--- src/rtl/wr_resp_scheduler.sv ---
// Write-response scheduler: routes producer responses to per-direction
// round-robin arbitrated FIFOs selected by txnid[1:0].
package wr_resp_pkg;
  typedef struct packed {
    logic [7:0] txnid;
    logic [7:0] sideband;
  } wr_resp_pld_t;
endpackage

module wr_resp_scheduler
  import wr_resp_pkg::*;
#(
  parameter int N_SRC = 4,
  parameter int N_DIR = 4,
  parameter int DEPTH = 4
) (
  input  logic                     clk,
  input  logic                     rst,
  input  logic [N_SRC-1:0]         src_vld,
  input  wr_resp_pld_t [N_SRC-1:0] src_pld,
  output logic [N_SRC-1:0]         src_rdy,
  output logic [N_DIR-1:0]         v_wresp_vld,
  output wr_resp_pld_t [N_DIR-1:0] v_wresp_pld,
  input  logic [N_DIR-1:0]         v_wresp_rdy,
  output logic                     idle
);

  localparam int SW = $clog2(N_SRC);
  localparam int AW = $clog2(DEPTH);
  localparam int CW = $clog2(DEPTH + 1);

  logic [CW-1:0] cnt     [N_DIR];
  logic [AW-1:0] wr_ptr  [N_DIR];
  logic [AW-1:0] rd_ptr  [N_DIR];
  logic [SW-1:0] rr      [N_DIR];
  logic [SW-1:0] gnt_idx [N_DIR];
  wr_resp_pld_t  mem     [N_DIR][DEPTH];

  logic [N_DIR-1:0] gnt;
  logic [N_DIR-1:0] pop;
  logic [SW-1:0]    idx;
  logic             empty_all;

  // A full FIFO takes no grant even if it pops this cycle.
  always_comb begin
    gnt     = '0;
    src_rdy = '0;
    idx     = '0;
    for (int d = 0; d < N_DIR; d++) begin
      gnt_idx[d] = '0;
      for (int i = 0; i < N_SRC; i++) begin
        idx = SW'(rr[d] + SW'(i));
        if (!rst && !gnt[d] &&
            cnt[d] < CW'(DEPTH) &&
            src_vld[idx] &&
            src_pld[idx].txnid[1:0] == 2'(d)) begin
          gnt[d]     = 1'b1;
          gnt_idx[d] = idx;
        end
      end
      if (gnt[d]) src_rdy[gnt_idx[d]] = 1'b1;
    end
  end

  always_comb begin
    empty_all = 1'b1;
    for (int d = 0; d < N_DIR; d++) begin
      v_wresp_vld[d] = (cnt[d] != '0);
      v_wresp_pld[d] = v_wresp_vld[d] ?
                       mem[d][rd_ptr[d]] : '0;
      pop[d]         = v_wresp_vld[d] && v_wresp_rdy[d];
      if (cnt[d] != '0) empty_all = 1'b0;
    end
    idle = empty_all && (src_vld == '0);
  end

  always_ff @(posedge clk or posedge rst) begin
    if (rst) begin
      for (int d = 0; d < N_DIR; d++) begin
        cnt[d]    <= '0;
        wr_ptr[d] <= '0;
        rd_ptr[d] <= '0;
        rr[d]     <= '0;
      end
    end else begin
      for (int d = 0; d < N_DIR; d++) begin
        if (gnt[d]) begin
          wr_ptr[d] <= wr_ptr[d] + AW'(1);
          rr[d]     <= gnt_idx[d] + SW'(1);
        end
        if (pop[d]) rd_ptr[d] <= rd_ptr[d] + AW'(1);
        unique case ({gnt[d], pop[d]})
          2'b10:   cnt[d] <= cnt[d] + CW'(1);
          2'b01:   cnt[d] <= cnt[d] - CW'(1);
          default: cnt[d] <= cnt[d];
        endcase
      end
    end
  end

  // Storage needs no reset; reads are masked while empty.
  always_ff @(posedge clk) begin
    for (int d = 0; d < N_DIR; d++) begin
      if (gnt[d]) mem[d][wr_ptr[d]] <= src_pld[gnt_idx[d]];
    end
  end

endmodule

--- config.mk ---
export PLATFORM = sky130hd
export DESIGN_NAME = wr_resp_scheduler
export DESIGN_NICKNAME = d
export VERILOG_FILES = /design/src/rtl/wr_resp_scheduler.sv
export SDC_FILE = /design/constraint.sdc
export NUM_CORES = 1
export LEC_CHECK = 0
export BUFFER_PORTS_ARGS = -buffer_cell sky130_fd_sc_hd__buf_2
export CAP_MARGIN = 20
export CORE_ASPECT_RATIO = 0.7
export CORE_MARGIN = 10
export CORE_UTILIZATION = 40
export DETAILED_ROUTE_END_ITERATION = 10
export PLACE_DENSITY = 0.64
export RECOVER_POWER = 50
export SLEW_MARGIN = 20
export SYNTH_ARGS = -nofsm -noshare
export SYNTH_HDL_FRONTEND = slang
export SYNTH_SLANG_ARGS = --single-unit
--- constraint.sdc ---
create_clock -name clk -period 2.6 [get_ports clk]
set_input_delay 0.26 -clock clk [delete_from_list [all_inputs] [get_ports clk]]
set_output_delay 0.26 -clock clk [all_outputs]
set_load 0.02 [all_outputs]
# == Yosys cells after proc, flatten, opt, wreduce, memory -nomap -nowiden ==
# Memory sizes are Yosys's and may differ from the RTL's.
# Cells that the tools add are included.
# totals
reg_bits,36
output_inout_bits,73
in_bits,74
word_cells,375
n_memories,1
mem_bits_rw,256
# op_classes
eq_ne,20
n_bitwise,11
reduce_logical,99
n_addsub,32
order_cmp,40
n_mux,156
# memory_table
name,words,word_bits,rd,rd_ports_with_merged_regs,write_ports,line_no,source
mem,4,64,4,0,4,37,wr_resp_pld_t mem [N_DIR][DEPTH];
# ops
op,n
$bmux 16 s2,24
$mux 16,20
$mux 64,4
$mux 10,16
$demux 16 s2,4
$logic_and 1x1->1,73
$lt 2x3->1 const B,20
$mux 1,44
$add 2x1->2 const B,16
$bmux 1 s2,16
$mux 2,16
$eq 2x2->1 const B,12
$ge 3x3->1 const B,8
$not 2->3,8
$pmux 3 s2,4
$add 2x2->2 const B,8
$eq 2x1->1 const B,8
$mux 4,4
$logic_not 1->1,13
$add 3x1->3 const B,4
$lt 3x1->1 const B,4
$lt 3x3->1 const B,4
$or 4x4->4,3
$reduce_bool 3->1,4
6 further kinds,21

# == Logic depth before layout (Yosys ltp) ==
# logic_depth
word_depth,34
mapped_depth,14
mapped_depth_nobuf,12

# == Worst setup path after synthesis ==
# OpenSTA, ideal clock, no wires.
# synth_path
path_type,flip-flop to output port
startpoint,reg rr[2] in the netlist's numbering
endpoint,out src_rdy[0]
t_arrival_ns,2.449
path_buffers,3
path_slack_ns,-0.109
stages_incl_launch_ff,13
cell_sequence,dfrtp_1 > clkbuf_1 > nor3_1 > a31oi_1 > o221ai_1 > a2111oi_2 > buf_4 > buf_6 > inv_1 > ha_1 > a22o_1 > a31oi_1 > o31ai_1
# synth_via
elab_chain_cells,31
elab_cells_between_ends,57
cone_classes,3 x add/sub; 2 x order compare; 4 x eq/ne; 28 x mux; 2 x bitwise; 18 x reduce/logical
# synth_lines
item,line_no,source
from (decl),35,logic [SW-1:0] rr [N_DIR];
"from (signal, indexed assignment)",89,rr[d] <= gnt_idx[d] + SW'(1);
$bmux 16 s2 / $bmux 1 s2 (equally long branches),"56, 55",
$mux 10 (implied by the code) / $mux 1 (equally long branches),"56, 55",
$eq 2x2->1 / $logic_and 1x1->1 (equally long branches),"56, 54",
$logic_and 1x1->1,55,src_vld[idx] &&
$mux 1,53,if (!rst && !gnt[d] &&
$logic_not 1->1,53,
$logic_and 1x1->1 (2 in a row),53,
$logic_and 1x1->1,54,cnt[d] < CW'(DEPTH) &&
[... 14 more ...],-,
$lt 2x3->1 (implied by the code) / $ge 2x1->1 (equally long branches),61,if (gnt[d]) src_rdy[gnt_idx[d]] = 1'b1;
$logic_and 1x1->1 (implied by the code),61,
$mux 1 (implied by the code),61,
$demux 1 s2,61,
$or 4x4->4 (no source line),-,
$mux 4 (*),61,
$or 4x4->4 (no source line),-,
$mux 4 (*),61,
to (decl),21,"output logic [N_SRC-1:0] src_rdy,"
# Every way passes the cells marked *; elsewhere a longest branch is shown, timed or not. The select of a mux whose other input is x is not followed.

# == Final worst setup path ==
# layout_path
startpoint,reg rr[5] in the netlist's numbering
endpoint,out src_rdy[1]
# layout_via
elab_chain_cells,33
elab_cells_between_ends,59
cone_classes,3 x add/sub; 2 x order compare; 4 x eq/ne; 29 x mux; 3 x bitwise; 18 x reduce/logical
# layout_lines
item,line_no
$bmux 16 s2 / $bmux 1 s2 (equally long branches),"56, 55"
$mux 10 (implied by the code) / $mux 1 (equally long branches),"56, 55"
$eq 2x1->1 / $logic_and 1x1->1 (equally long branches),"56, 54"
$logic_and 1x1->1,55
$mux 1,53
$logic_not 1->1,53
$logic_and 1x1->1 (2 in a row),53
$logic_and 1x1->1,54
[... 16 more ...],-
$mux 1 (implied by the code),61
$demux 1 s2,61
$or 4x4->4 (no source line),-
$mux 4 (*),61
$or 4x4->4 (no source line),-
$mux 4 (*),61
$or 4x4->4 (no source line),-
$mux 4 (*),61
# Marked as above.

==> summary.txt <==
result of the run -> finished with violations
violations in the final reports -> setup timing
worst path arrival time -> 2.78 ns
leading cell type in the layout, fill and taps excluded -> sky130_fd_sc_hd__edfxtp_1
fin crit share -> 117.0%
number of pins exceeding their max-slew limit in the final report -> 0
starting utilization of the core area -> 40.69%
largest net degree at the start of global routing -> 21
clock root buffer master -> sky130_fd_sc_hd__clkbuf_16
Tightest Pin Transition -> 1.366 ns
length of the first detailed-routing pass in iterations -> 7
Floorplan Core Area -> 35990 µm²
highest-utilization routing layer at the global route stage -> met2
GP Congestion -> 0.9068
relative contribution of sequential cells to total power -> 34.2%
Crit Path Max Fanout -> 3
endpoint required time on the critical path -> 2.34 ns
Row Count -> 58
global route overflow -> 0
die height -> 180.1 µm
Critical Path Slowest Stage Cell -> sky130_fd_sc_hd__nor4bb_1
Die Width -> 248.7 µm
Routed wire per std cell -> 22.15 µm
type of origin of the critical path -> flop
number of vias in the routed layout -> 9329
largest clock skew in the final design -> 0.009912 ns
met2 routing resource usage after global routing -> 25.99%
layout cell share with drive strength beyond 1 -> 37.23%
CTS tree -> done
clock slew seen by the registers of the worst setup and hold paths -> 0.07 ns
most used cells in the layout excluding fill and tap cells -> sky130_fd_sc_hd__edfxtp_1 (256), sky130_fd_sc_hd__mux2i_1 (144), sky130_fd_sc_hd__buf_2 (141)
setup TNS -> -2.418 ns
mean number of vias per cell -> 5.343
min cycle time layout -> 3.043 ns
Max Freq -> 328.6 MHz
kind of cell with the highest combined delay on the critical path -> simple AND/OR/NAND/NOR gates
share of synthesized area occupied by flip-flops and latches -> 58.64%
clock buffers created by TritonCTS -> 29
most frequent CP cell -> sky130_fd_sc_hd__buf_4
Clock power frac -> 21.9%
layout net count -> 1348
number of global-route vias before repair -> 9461
Post-synth EDFFs -> 256
sw power -> 6.876 mW
Final Util -> 51.27%
Tot Pwr -> 19.08 mW
growth of design area from synthesis to finish -> 25.99%
Die Outline Area -> 44790 µm²
Final ANT Viol Nets -> 0
DRC violation count after routing -> 0
HPWL after detailed placement -> 28490 µm
wire length of the first global-routing pass -> 58780 µm
static power due to leakage -> 7.096 nW
number of primary I/O pins -> 147
post-synthesis instance total -> 979
crit end category -> output port
global routing met3 resource utilization -> 4.296%
Warnings, synthesis -> 0
htree depth -> 1
setup-violating endpoint count in the final report -> 36
CP Buf/Inv Count -> 3
Mapped Avg Cell Area -> 14.96 µm²
P_int -> 12.20 mW
total wire length -> 38680 µm
clock latency at the later pin of the worst-skew pair -> 0.56 ns
IR drop worst, VDD -> 0.0004954 V
crit-path cells -> nor4bb_1, buf_4, o21ai_0, and4_1, buf_4, a221o_1, buf_6
power density over the cells -> 1034 nW/µm²
proportion of register bits with asynchronous set or reset after synthesis -> 12.33%
number of buffers inserted by port buffering -> 146
power share of the combinational group -> 44.0%
Max-cap violations -> 0
worst min path class -> input pin to flop
setup repair after global routing missed its margin -> true
critical path class -> flop to output port
post-synthesis cell area -> 14650 µm²
Max clock buf depth -> 3
final hold violation count -> 0
switching share of power -> 36.04%
library cells used by synthesis -> 65
number of sinks handled by clock tree synthesis -> 292
peak per-stage delay on the critical path -> 0.51 ns
net count after synthesis -> 1085
GRT Total Usage -> 16.74%
remaining max-slew budget at the tightest pin -> 8.913%
final setup slack of the worst path -> -0.4432 ns
main flop type after synthesis -> sky130_fd_sc_hd__edfxtp_1
initial antenna violation count -> 2
global routing met1 resource utilization -> 23.22%
number of violations reported at the end of detailed-routing iteration 0 -> 751
Yosys reg bits -> 292
-- routing by layer --
metal	vias up	wire length (µm)
met2	288	18100
li1	4277	-
met3	46	2620
met1	4716	17270
met5	-	12
met4	2	674
-- layout make-up --
class,count,area [µm²]
fillers,3075,17540
flip-flops and latches,292,8592
clock inverters,22,202.7
multi-input cells,588,6065
inverters,34,130.1
well taps,480,600.6
clock buffers,32,737.0
diodes,1,2.502
repair buffers,297,2125
-- flip-flops by register name, indices dropped and copies added, names as in the netlist --
signal,cells
cnt,12
mem,256
rd_ptr,8
rr,8
wr_ptr,8
-- Yosys cell counts, types with 16 or more instances --
cell type                  count  area (µm²)
sky130_fd_sc_hd__and2_1       90       563.0
sky130_fd_sc_hd__o21ai_0      21       105.1
sky130_fd_sc_hd__mux4_2       66        1486
sky130_fd_sc_hd__nor2_1       25       93.84
sky130_fd_sc_hd__dfrtp_1      36       900.9
sky130_fd_sc_hd__mux2i_1     170        1702
sky130_fd_sc_hd__a21oi_1      16       80.08
sky130_fd_sc_hd__buf_2        20       100.1
sky130_fd_sc_hd__inv_1        33       123.9
sky130_fd_sc_hd__edfxtp_1    256        7687
sky130_fd_sc_hd__nand2_1      37       138.9
sky130_fd_sc_hd__ha_1         28       350.3
sky130_fd_sc_hd__clkbuf_1     34       127.6
-- kinds of logic after synthesis --
kind of cell / after synthesis / synth area share [%]
multiplexers: 237 / 21.84
buffers and inverters: 99 / 3.041
flip-flops: 292 / 58.64
adder cells (fa/ha/maj): 33 / 3.007
XOR/XNOR: 26 / 1.555
AO/OA/AOI/OAI: 85 / 3.955
AND/OR/NAND/NOR: 207 / 7.962
-- worst paths after layout --
| kind | start | endpoint | slack (ns) | depth (start not counted) |
|---|---|---|---|---|
| setup / recovery | rr[5] | src_rdy[1] | -0.44 | 7 |
| hold / removal | v_wresp_rdy[2] | rd_ptr[2] | 0.13 | 3 |
| setup reg to reg | rr[5] | mem[1][54] | -0.07 | 9 |
| hold reg to reg | rd_ptr[5] | rd_ptr[5] | 0.47 | 1 |
| max in group asynchronous | rst | rr[1] | 0.69 | 5 |
| min in group asynchronous | rst | rr[7] | 0.88 | 5 |
-- worst reg2reg max path: cells and delay by family, from the launching register on --
family          cells  cell delay (ns)
compound gates      1             0.12
buf+inv             4             0.83
mux                 2             0.38
simple gates        2             0.68
flops               1             0.42
-- through the flow --
step	instances	setup WS, ns	hold slack, ns	instance area, µm²
6_report	1746	-0.4432	0.1299	18450
5_1_grt	1746	-0.5235	0.1499	18450
4_1_cts	1741	-0.4171	0.06546	18100
3_5_place_dp	1675	-0.1649	0.4675	16930
3_3_place_gp	1675	-0.2123	0.4650	16930
2_1_floorplan	979	-0.004714	0.4469	14690
-- repair_timing --
| item | in CTS | in global routing |
|---|---|---|
| gates resized for setup | 36 | 59 |
| hold endpoints to repair | 22 | 0 |
| endpoints found under the setup margin | 7 | 122 |
| pin swaps | 12 | 4 |
| hold buffers | 1 | 0 |
| buffers inserted | 11 | 10 |
| cloned | 0 | 1 |
-- power by group through the flow --
stage	Clock, mW	Combinational [mW]	Sequential (mW)
finish	4.17	8.39	6.52
floorplan	0	5.36	6.34
detailed placement	0	8.02	6.61
global route	4.46	9.14	6.59
CTS	4.26	8.26	6.51
global placement	0	7.92	6.59
No activity file was read; power rests on OpenSTA's default activity.
